$ cat src/rtl/fp_to_fixed_pipe.sv
// fp_to_fixed_pipe: 3-stage IEEE-754 single to sign-magnitude fixed-point converter with valid/ready.
// Define ROUND_NEAREST_EN for round-half-up; otherwise results truncate toward zero.
module fp_to_fixed_pipe #(
  parameter int INT_W  = 1,
  parameter int FRAC_W = 19
) (
  input  logic              clk,
  input  logic              rst,
  input  logic              in_valid_i,
  output logic              in_ready_o,
  input  logic [31:0]       fp_i,
  output logic              out_valid_o,
  input  logic              out_ready_i,
  output logic              sign_o,
  output logic [INT_W-1:0]  integer_o,
  output logic [FRAC_W-1:0] fractional_o,
  output logic              ovf_o,
  output logic              nan_o,
  output logic              uf_o
);
  localparam int W  = INT_W + FRAC_W;
  localparam int XW = W + 24;
`ifdef ROUND_NEAREST_EN
  localparam int G = 1;
`else
  localparam int G = 0;
`endif
  localparam logic signed [9:0] UMAX = 10'(INT_W);
  localparam logic signed [9:0] UMIN = 10'(-(FRAC_W + 1));
  localparam logic signed [9:0] SOFF = 10'(FRAC_W + 1);

  logic              v1, v2, v3, advance;
  logic [7:0]        e;
  logic signed [9:0] u;
  logic              nan1, ovf1, zero1;
  logic              s1_sign, s1_nan, s1_ovf, s1_zero, s1_uf;
  logic [5:0]        s1_sh;
  logic [22:0]       s1_man;
  logic              s2_sign, s2_nan, s2_ovf, s2_zero, s2_uf;
  logic [W+G-1:0]    s2_mag, mag2;
  logic [W:0]        sum;
  logic              ovf3, uf3;
  logic [W-1:0]      mag3;

  assign advance     = out_ready_i | ~v3;
  assign in_ready_o  = advance;
  assign out_valid_o = v3;

  assign e     = fp_i[30:23];
  assign u     = $signed({2'b00, e}) - 10'sd127;
  assign nan1  = &e && |fp_i[22:0];
  assign ovf1  = !nan1 && u >= UMAX;
  assign zero1 = u < UMIN;

  // shift by u+FRAC_W+1 places the binary point one bit (the guard) below the fixed-point LSB
  assign mag2 = (W+G)'((XW'({1'b1, s1_man}) << s1_sh) >> (24 - G));

  always_comb begin
`ifdef ROUND_NEAREST_EN
    sum = {1'b0, s2_mag[W:1]} + (W+1)'(s2_mag[0]);
`else
    sum = {1'b0, s2_mag};
`endif
    ovf3 = s2_ovf || (!s2_nan && !s2_zero && sum[W]);
    mag3 = (s2_nan || s2_zero) ? '0 : ovf3 ? '1 : sum[W-1:0];
    uf3  = s2_zero ? s2_uf : (!s2_nan && !ovf3 && mag3 == '0);
  end

  always_ff @(posedge clk) begin
    if (rst) begin
      {v1, v2, v3} <= '0;
      {s1_sign, s1_nan, s1_ovf, s1_zero, s1_uf, s1_sh, s1_man} <= '0;
      {s2_sign, s2_nan, s2_ovf, s2_zero, s2_uf, s2_mag} <= '0;
      {sign_o, integer_o, fractional_o, ovf_o, nan_o, uf_o} <= '0;
    end else if (advance) begin
      v1      <= in_valid_i;
      s1_sign <= fp_i[31] & ~nan1;
      s1_nan  <= nan1;
      s1_ovf  <= ovf1;
      s1_zero <= zero1;
      s1_uf   <= zero1 && |fp_i[30:0];
      s1_sh   <= 6'(u + SOFF);
      s1_man  <= fp_i[22:0];
      v2      <= v1;
      s2_sign <= s1_sign;
      s2_nan  <= s1_nan;
      s2_ovf  <= s1_ovf;
      s2_zero <= s1_zero;
      s2_uf   <= s1_uf;
      s2_mag  <= mag2;
      v3      <= v2;
      sign_o  <= s2_sign;
      {integer_o, fractional_o} <= mag3;
      ovf_o   <= ovf3;
      nan_o   <= s2_nan;
      uf_o    <= uf3;
    end
  end
endmodule

$ cat config.mk
export PLATFORM = sky130hd
export DESIGN_NAME = fp_to_fixed_pipe
export DESIGN_NICKNAME = d
export VERILOG_FILES = /design/src/rtl/fp_to_fixed_pipe.sv
export SDC_FILE = /design/constraint.sdc
export NUM_CORES = 1
export LEC_CHECK = 0
export BUFFER_PORTS_ARGS = -buffer_cell sky130_fd_sc_hd__clkbuf_2
export CELL_PAD_IN_SITES_DETAIL_PLACEMENT = 1
export CELL_PAD_IN_SITES_GLOBAL_PLACEMENT = 1
export CORE_AREA = 10 10 115 117
export CTS_BUF_LIST = sky130_fd_sc_hd__clkbuf_4
export CTS_CLUSTER_SIZE = 20
export DETAILED_ROUTE_END_ITERATION = 7
export DIE_AREA = 0 0 125 127
export MAX_ROUTING_LAYER = met4
export PLACE_DENSITY_LB_ADDON = 0.1
export SKIP_CTS_REPAIR_TIMING = 1
export SLEW_MARGIN = 10
export SYNTH_ARGS = -nofsm -noshare
export SYNTH_HDL_FRONTEND = slang
export SYNTH_SLANG_ARGS = --single-unit
$ cat constraint.sdc
create_clock -name clk -period 3.8 [get_ports clk]
set_input_delay 0.38 -clock clk [delete_from_list [all_inputs] [get_ports clk]]
set_output_delay 0.38 -clock clk [all_outputs]
set_load 0.02 [all_outputs]
== After elaboration in Yosys (flattened, before gate mapping) ==
Index checks and enable logic that the tools add are counted.

* Input port bits: 36
* Register bits: 86
* Output and inout bits: 26
* Word-level logic and storage cells: 47

* Shifts and indexed selects: 1
* Reduce and logical (&&, ||, !) cells: 13
* Bitwise operators: 4
* Add/sub/neg operators: 2
* Order comparisons: 2
* Muxes and demuxes: 3

{| class="wikitable"
|+ Operators with widths
! cell !! count
|-
| $shl A24 B6 Y44 || 1
|-
| $mux W20 || 2
|-
| $reduce_or A31 Y1 || 1
|-
| $reduce_or A23 Y1 || 1
|-
| $logic_not A20 Y1 || 1
|-
| $ge A9 B2 Y1 const B || 1
|-
| $lt A9 B6 Y1 const B || 1
|-
| $sub A8 B7 Y9 const B || 1
|-
| $reduce_and A8 Y1 || 1
|-
| $add A6 B6 Y6 const B || 1
|-
| $logic_and A1 B1 Y1 || 5
|-
| $logic_not A1 Y1 || 3
|-
| $not A1 Y1 || 2
|-
| $and A1 B1 Y1 || 1
|-
| $logic_or A1 B1 Y1 || 1
|-
| $mux W1 || 1
|-
| $or A1 B1 Y1 || 1
|}

== Depth between registers and ports, before layout ==
Gate-level depths: netlist of the first run.

* Depth in word-level cells: 5
* Gate-level depth with buffers: 10
* Depth with buffers taken out: 9

== Worst setup path after synthesis of the first run ==
OpenSTA, ideal clock, no wires.

* Kind: input -> register
* From: input port fp_i[23]
* To: register s1_ovf
* Arrival: 1.896 ns
* Stages on the path: 10
* Setup slack: 1.772 ns
* Path through: ha_1 buf_2 xor2_1 inv_1 ha_1 a2111oi_0 nand3_1 a21oi_1 or4_1 a21oi_1

* Cells in the longest elaborated chain, start to end: 4
* Elaborated cells on any way between the ends: 6
* Classes of those cells: add/sub (1); order compare (1); reduce/logical (4)

{| class="wikitable"
|+ Ends and longest elaborated chain
! item !! line !! RTL
|-
| start: declaration || 11 || <nowiki>input logic [31:0] fp_i,</nowiki>
|-
| branches (longest 3 deep; another with $sub A8 B7 Y9) || - ||
|-
| $logic_and A1 B1 Y1 * || 52 || <nowiki>assign ovf1 = !nan1 && u >= UMAX;</nowiki>
|-
| end signal: assignment || 79 || <nowiki>s1_ovf <= ovf1;</nowiki>
|-
| end: declaration || 36 || <nowiki>logic s1_sign, s1_nan, s1_ovf, s1_zero, s1_uf;</nowiki>
|}

Mark *: on every way between the ends.
A chain may end at the register's enable or synchronous reset.

== Worst setup path in the final report of the first run ==
* From: register s1_sh[2]
* To: register s2_mag[2]

* Cells in the longest elaborated chain, start to end: 1

{| class="wikitable"
|+ Ends and longest elaborated chain
! item !! line !! RTL
|-
| start: declaration || 37 || <nowiki>logic [5:0] s1_sh;</nowiki>
|-
| start signal: assignment || 82 || <nowiki>s1_sh <= 6'(u + SOFF);</nowiki>
|-
| $shl A24 B6 Y44 || 56 || <nowiki>assign mag2 = (W+G)'((XW'({1'b1, s1_man}) << s1_sh) >> (24 - G));</nowiki>
|-
| end signal: assignment || 90 || <nowiki>s2_mag <= mag2;</nowiki>
|-
| end: declaration || 40 || <nowiki>logic [W+G-1:0] s2_mag, mag2;</nowiki>
|}

Every way passes these cells.

==> results of run 1 <==
sequential cells by signal, summed over array words and instances, names as in the netlist, 6 cells and up:
signal and flops:
s1_man 23, s1_sh 6, s2_mag 20, fractional_o 19
layout by cell type, fill, tap and decap left out, types with 14 or more instances in the layout:
cell type and count:
a21oi_1 78, clkbuf_2 61, dfxtp_1 85, mux2_2 16, mux2i_1 32, nand2_1 134, nand3_1 14, nor2_1 44
o211ai_1 27, o21ai_0 30
synthesized netlist by cell type, drive strengths merged, types with 3 or more instances:
cell type	number	area, sq um
a211oi	4	30.03
nor4	11	68.82
a221oi	4	41.29
inv	12	45.05
mux4	12	270.3
nand3	14	70.07
mux2	16	180.2
a221o	4	40.04
nor3	10	50.05
nand3b	3	22.52
o211ai	27	202.7
o22ai	5	31.28
o21ai	32	160.1
dfxtp	86	1722
nand2	134	503.0
nor2	44	165.2
o31ai	3	22.52
a22oi	6	45.04
a22o	3	26.28
nor2b	4	25.02
a31oi	3	18.77
xor2	3	26.28
buf	22	120.1
clkbuf	35	131.4
ha	4	50.05
a21oi	78	390.4
nand2b	6	37.54
mux2i	32	320.3
power breakdown:
part           total [mW]  switching, mW  internal (mW)
clock network       0.498          0.351          0.147
logic               0.501          0.294          0.207
registers            1.05         0.0908          0.963
cells by family (layout without fill, tap and decap cells):
logic type / Yosys count / in the layout / synth area share, %
AND/OR/NAND/NOR: 237 / 237 / 20.02
AO/OA/AOI/OAI: 189 / 189 / 23.29
flip-flops: 86 / 86 / 33.81
buffers and inverters: 70 / 101 / 5.897
multiplexers: 60 / 60 / 15.14
XOR/XNOR: 5 / 5 / 0.8601
adder cells (fa/ha/maj): 4 / 4 / 0.9828
other: 0 / 1 / 0
routing by layer:
metal / vias to the layer above / routed length, microns
met4: 0 / 446
met1: 2441 / 7751
met3: 33 / 766
li1: 2390 / -
met5: - / 0
met2: 154 / 7337
final cells by class:
type                    instances  area [sq um]
diodes                          1         2.502
clock buffers                  10         75.07
clock inverters                 6         43.79
fillers                      1404          5588
inverters                      13         48.80
multi-input cells             495          3078
flip-flops and latches         86          1723
well taps                     143         178.9
repair buffers                 72         387.9
worst max-delay path, delay by kind of cell, from the launching register on:
kind / cells / cell delay [ns]
flops: 1 / 0.92
simple gates: 1 / 0.22
mux: 2 / 0.66
compound gates: 3 / 0.62
worst paths after layout:
kind | slack [ns] | from | end | depth (start not counted)
min reg2reg | 0.46 | s1_sign | s2_sign | 2
min | 0.12 | in_valid_i | v1 | 3
max reg2reg | 1.30 | s1_sh[2] | s2_mag[2] | 6
max | 1.30 | s1_sh[2] | s2_mag[2] | 6
==> results.ini, run 1 <==
[cells_and_area]
drive_gt1_share_pct = 18.33
fin_util_pct = 49.78
syn2layout_area_growth_pct = 8.747
finalNetCount = 717
instances_no_fill = 826
fin_area_sq_um = 5538

[logic_synthesis]
ys_warn_count = 0
syn-num-nets = 691
syn-mean-instance-area_sq_um = 7.822
ys_ff_latch = 86
synthFlopType = dfxtp_1
syn-instance-count = 651
synth_edf_count = 0
async_flop_share_pct = 0
ys_seq_area_share_pct = 33.81
syn_area_sq_um = 5092
synth_cell_type_count = 57

[die]
die_height_microns = 127
die_w_microns = 125
placementRows = 39
dieArea_sq_um = 15880
io_pins = 62
core_sq_um = 11130
initial_core_util_pct = 45.77

[clock_tree]
path_clk_slew_ns = 0.15
cts_buffers = 9
clockRootBuffer = clkbuf_4
cts_tree = done
ctsHtreeMaxLevel = 3
clock-sinks = 86
clock_latency_ns = 0.47
cts_buffer_depth = 2

[power]
p_per_area_nw_per_um2 = 370.6
p_leak_nw = 2.124
power_mw = 2.052
max-vdd-ir-drop_v = 0.0002263

[place]
portBuffers = 61
dpl.hpwl_microns = 12110
place_congestion = 0.9392
place_inst = 809
dp_worst_setup_slack_ns = 1.292
placed_area_sq_um = 5416

[grt]
grt_use_met3_pct = 3.598
antenna_found_initial = 1
grt_max_degree = 77
gr-usage-all-layers_pct = 20.52
grtUsageMet1_pct = 27.09
grt_pass1_vias = 4982
met2_usage_pct = 30.30
overflow = 0
grt_pass1_wl_microns = 26400
grt-busiest-layer = met2

[timing]
tns_ns = 0
whs_ns = 0.1178
max_clock_freq_mhz = 399.3
rsz0062_at_grt = no
setup_violations = 0
fin_worst_skew_ns = 0.02077
relSlewSlack_pct = 36.15
maxSlewViolCount = 0
period_share_pct = 65.90
setup_ws_ns = 1.296
worstMarginPinSlew_ns = 0.9543
hold_violations = 0
period_minus_slack_ns = 2.504

[drt]
drc = 0
first_pass_iters = 7
postRouteAntennaNets = 0
routed-via-count = 5018
wire_per_inst_microns = 19.74
detail_route.vias_per_cell = 6.075
first_iter_violations = 347
routed_wl_microns = 16300

[worst_setup_path]
cp_max_fo = 42
slowest_stage = dfxtp_2
slowest_delay_ns = 0.92
crit_path_end_kind = register
crit_required_ns = 4.18
path_cells = mux2_2, mux2i_1, o21ai_0, nor2_1, a211oi_1, a211o_1
crit_arrival_ns = 2.88
crit_type = reg2reg
start_kind = register

[job]
max-cap-violations = 0

[worst_hold_path]
hold_class = in2reg

[outcome]
status = complete, no violations

No activity file was read; power rests on OpenSTA's default activity.
==> run 2, diff against run 1 <==
--- a/config.mk
+++ b/config.mk
@@ -5,14 +5,15 @@
 export SDC_FILE = /design/constraint.sdc
 export NUM_CORES = 1
 export LEC_CHECK = 0
+export ABC_AREA = 1
 export BUFFER_PORTS_ARGS = -buffer_cell sky130_fd_sc_hd__clkbuf_2
 export CELL_PAD_IN_SITES_DETAIL_PLACEMENT = 1
 export CELL_PAD_IN_SITES_GLOBAL_PLACEMENT = 1
-export CORE_AREA = 10 10 115 117
+export CORE_AREA = 10 10 126 128
 export CTS_BUF_LIST = sky130_fd_sc_hd__clkbuf_4
 export CTS_CLUSTER_SIZE = 20
 export DETAILED_ROUTE_END_ITERATION = 7
-export DIE_AREA = 0 0 125 127
+export DIE_AREA = 0 0 136 138
 export MAX_ROUTING_LAYER = met4
 export PLACE_DENSITY_LB_ADDON = 0.1
 export SKIP_CTS_REPAIR_TIMING = 1
==> constraint.sdc (replaced) <==
create_clock -name clk -period 2 [get_ports clk]
set_input_delay 0.2 -clock clk [delete_from_list [all_inputs] [get_ports clk]]
set_output_delay 0.2 -clock clk [all_outputs]
set_load 0.02 [all_outputs]
==> results.ini, run 2 <==
[outcome]
status = complete, but fails checks
violations = negative hold slack

[drt]
routed_wl_microns = 17970
drc = 0
wire_per_inst_microns = 17.67
first_pass_iters = 4
postRouteAntennaNets = 0
detail_route.vias_per_cell = 5.388
first_iter_violations = 277
routed-via-count = 5480

[cells_and_area]
syn2layout_area_growth_pct = 13.25
layout_common_cells = nand2_1, nand3_1, o21ai_0
multi_input_area_sq_um = 2959
antennaDiodeCount = 0
finalNetCount = 873
instances_no_fill = 1017
drive_gt1_share_pct = 17.20
largest_reg_flops = 23
regMostFlops = s1_man
final_common_cell = nand2_1
fin_area_sq_um = 5828
fillCellCount = 1797
ff_latch_area_sq_um = 1723

[worst_hold_path]
hold_end = v1
worstHoldPathCells = 3
hold_class = in2reg
worstHoldStart = in_valid_i

[die]
io_pins = 62
core_sq_um = 13500
die_w_microns = 136
placementRows = 43
die_height_microns = 138
initial_core_util_pct = 38.11
dieArea_sq_um = 18770

[place]
place_congestion = 0.9107
place_inst = 986
placed_area_sq_um = 5567
dpl.hpwl_microns = 13810
portBuffers = 61

[logic_synthesis]
syn_area_sq_um = 5146
synth_most_common_cell = nand2_1
synth_top_area_cell = dfxtp_1
ys_warn_count = 0
async_flop_share_pct = 0
synthTopCellsByCount = nand2_1, nand3_1, o21ai_0
ys_seq_area_share_pct = 33.45
synth_cell_type_count = 35
synthFlopType = dfxtp_1
synthTopCellsByArea = dfxtp_1, nand3_1, nand2_1
ys_ff_latch = 86
syn-mean-instance-area_sq_um = 6.632
syn-num-nets = 816
synth_edf_count = 0
yosys.area.top_type_share_pct = 33.45
syn-instance-count = 776

[timing]
relSlewSlack_pct = 44.66
tns_ns = 0
hold_violations = 1
maxSlewViolCount = 0
fin_worst_skew_ns = 0.02739
setup_violations = 0
period_minus_slack_ns = 1.859
max_clock_freq_mhz = 538.0
rsz0062_at_grt = no
period_share_pct = 92.94
worstMarginPinSlew_ns = 0.8270
whs_ns = -0.01087

[worst_setup_path]
worst_r2r_endpoint = s2_mag[3]
r2r_slack_ns = 0.21
cp_max_fo = 63
crit_arrival_ns = 1.66
start_kind = register
crit-reg2reg-launch = out_valid_o
crit_path_end_kind = primary output
crit_required_ns = 1.80
worstRegToRegCells = 6
crit_type = reg2out

[clock_tree]
cts_buffers = 9
ctsHtreeMaxLevel = 3
cts_buffer_depth = 2
path_clk_slew_ns = 0.14
cts_tree = done
clock-sinks = 86
clock_latency_ns = 0.48
clockRootBuffer = clkbuf_4

[grt]
grt_max_degree = 64
antenna_found_initial = 0
overflow = 0
gr-usage-all-layers_pct = 19.67
grt_pass1_wl_microns = 29080
grt_pass1_vias = 5561

[power]
p_per_area_nw_per_um2 = 716.8
max-vdd-ir-drop_v = 0.0004109
p_leak_nw = 2.744

[job]
max-cap-violations = 0

run 2: cell count changes after synthesis, sizes merged, moves of 12 or more:
| cell | previous run | this run |
|---|---|---|
| clkbuf | 35 | 20 |
| mux2i | 32 | 0 |
| o21ai | 32 | 87 |
| inv | 12 | 43 |
| mux2 | 16 | 0 |
| mux4 | 12 | 0 |
| o211ai | 27 | 1 |
| a21oi | 78 | 65 |
| nand3 | 14 | 158 |
| nand2 | 134 | 166 |
| nor2 | 44 | 81 |
run 2: report_power, final:
part | internal [mW] | total (mW) | switching [mW]
clock | 0.246 | 0.886 | 0.639
sequential | 1.86 | 1.97 | 0.117
combinational | 0.438 | 1.32 | 0.880
total | 2.54 | 4.18 | 1.64
run 2: layout make-up:
class | instances | share of cell area [%]
clock buffers | 9 | 1.159
clock inverters | 6 | 0.6655
inverters | 44 | 2.963
multi-input cells | 594 | 50.77
flip-flops and latches | 86 | 29.56
well taps | 180 | 3.864
repair buffers | 98 | 11.01
run 2: logic make-up after synthesis:
group	share of synthesized area [%]
and+or+nand+nor	38.93
AOI/OAI and AO/OA	16.75
buffers and inverters	9.044
DFF	33.45
xor gates and xnor gates	0.8511
adders and majority gates	0.9726
run 2: critical path: stages (launching register included):
cell and delay (ns):
dfxtp_2 0.36, inv_1 0.06, nor2_4 0.18, buf_6 0.14, inv_2 0.05, buf_12 0.17, buf_2 0.19
run 2: worst max path at each step:
stage / start / end / slack, ns / cells after the start
after global routing: out_valid_o / in_ready_o / 0.02 / 6
after CTS: out_valid_o / in_ready_o / -0.01 / 6
after floorplan: fp_i[25] / s1_ovf / 0.58 / 12
after detailed placement: fp_i[25] / s1_ovf / 0.25 / 13
after global placement: s1_sh[1] / s2_mag[12] / 0.28 / 8
final: out_valid_o / in_ready_o / 0.14 / 6
run 2: layer usage:
metal	share of wire [%]	wire length, microns	global-route usage, %	vias up
met2	48	8543	30.73	95
met1	48	8657	25.54	2633
met3	2.6	476	3.116	25
li1	-	-	-	2727
met4	1.7	297	5.777	0
met5	0	0	-	-
run 2: metrics by stage:
step           util [%]  setup WS [ns]  power (mW)
2_1_floorplan         -         0.5782       2.877
6_report          43.16         0.1413       4.178
5_1_grt           43.16        0.02030       4.476
3_5_place_dp      41.22         0.2495       3.298
4_1_cts           42.01      -0.009995       4.193
3_3_place_gp      41.22         0.2844       3.269
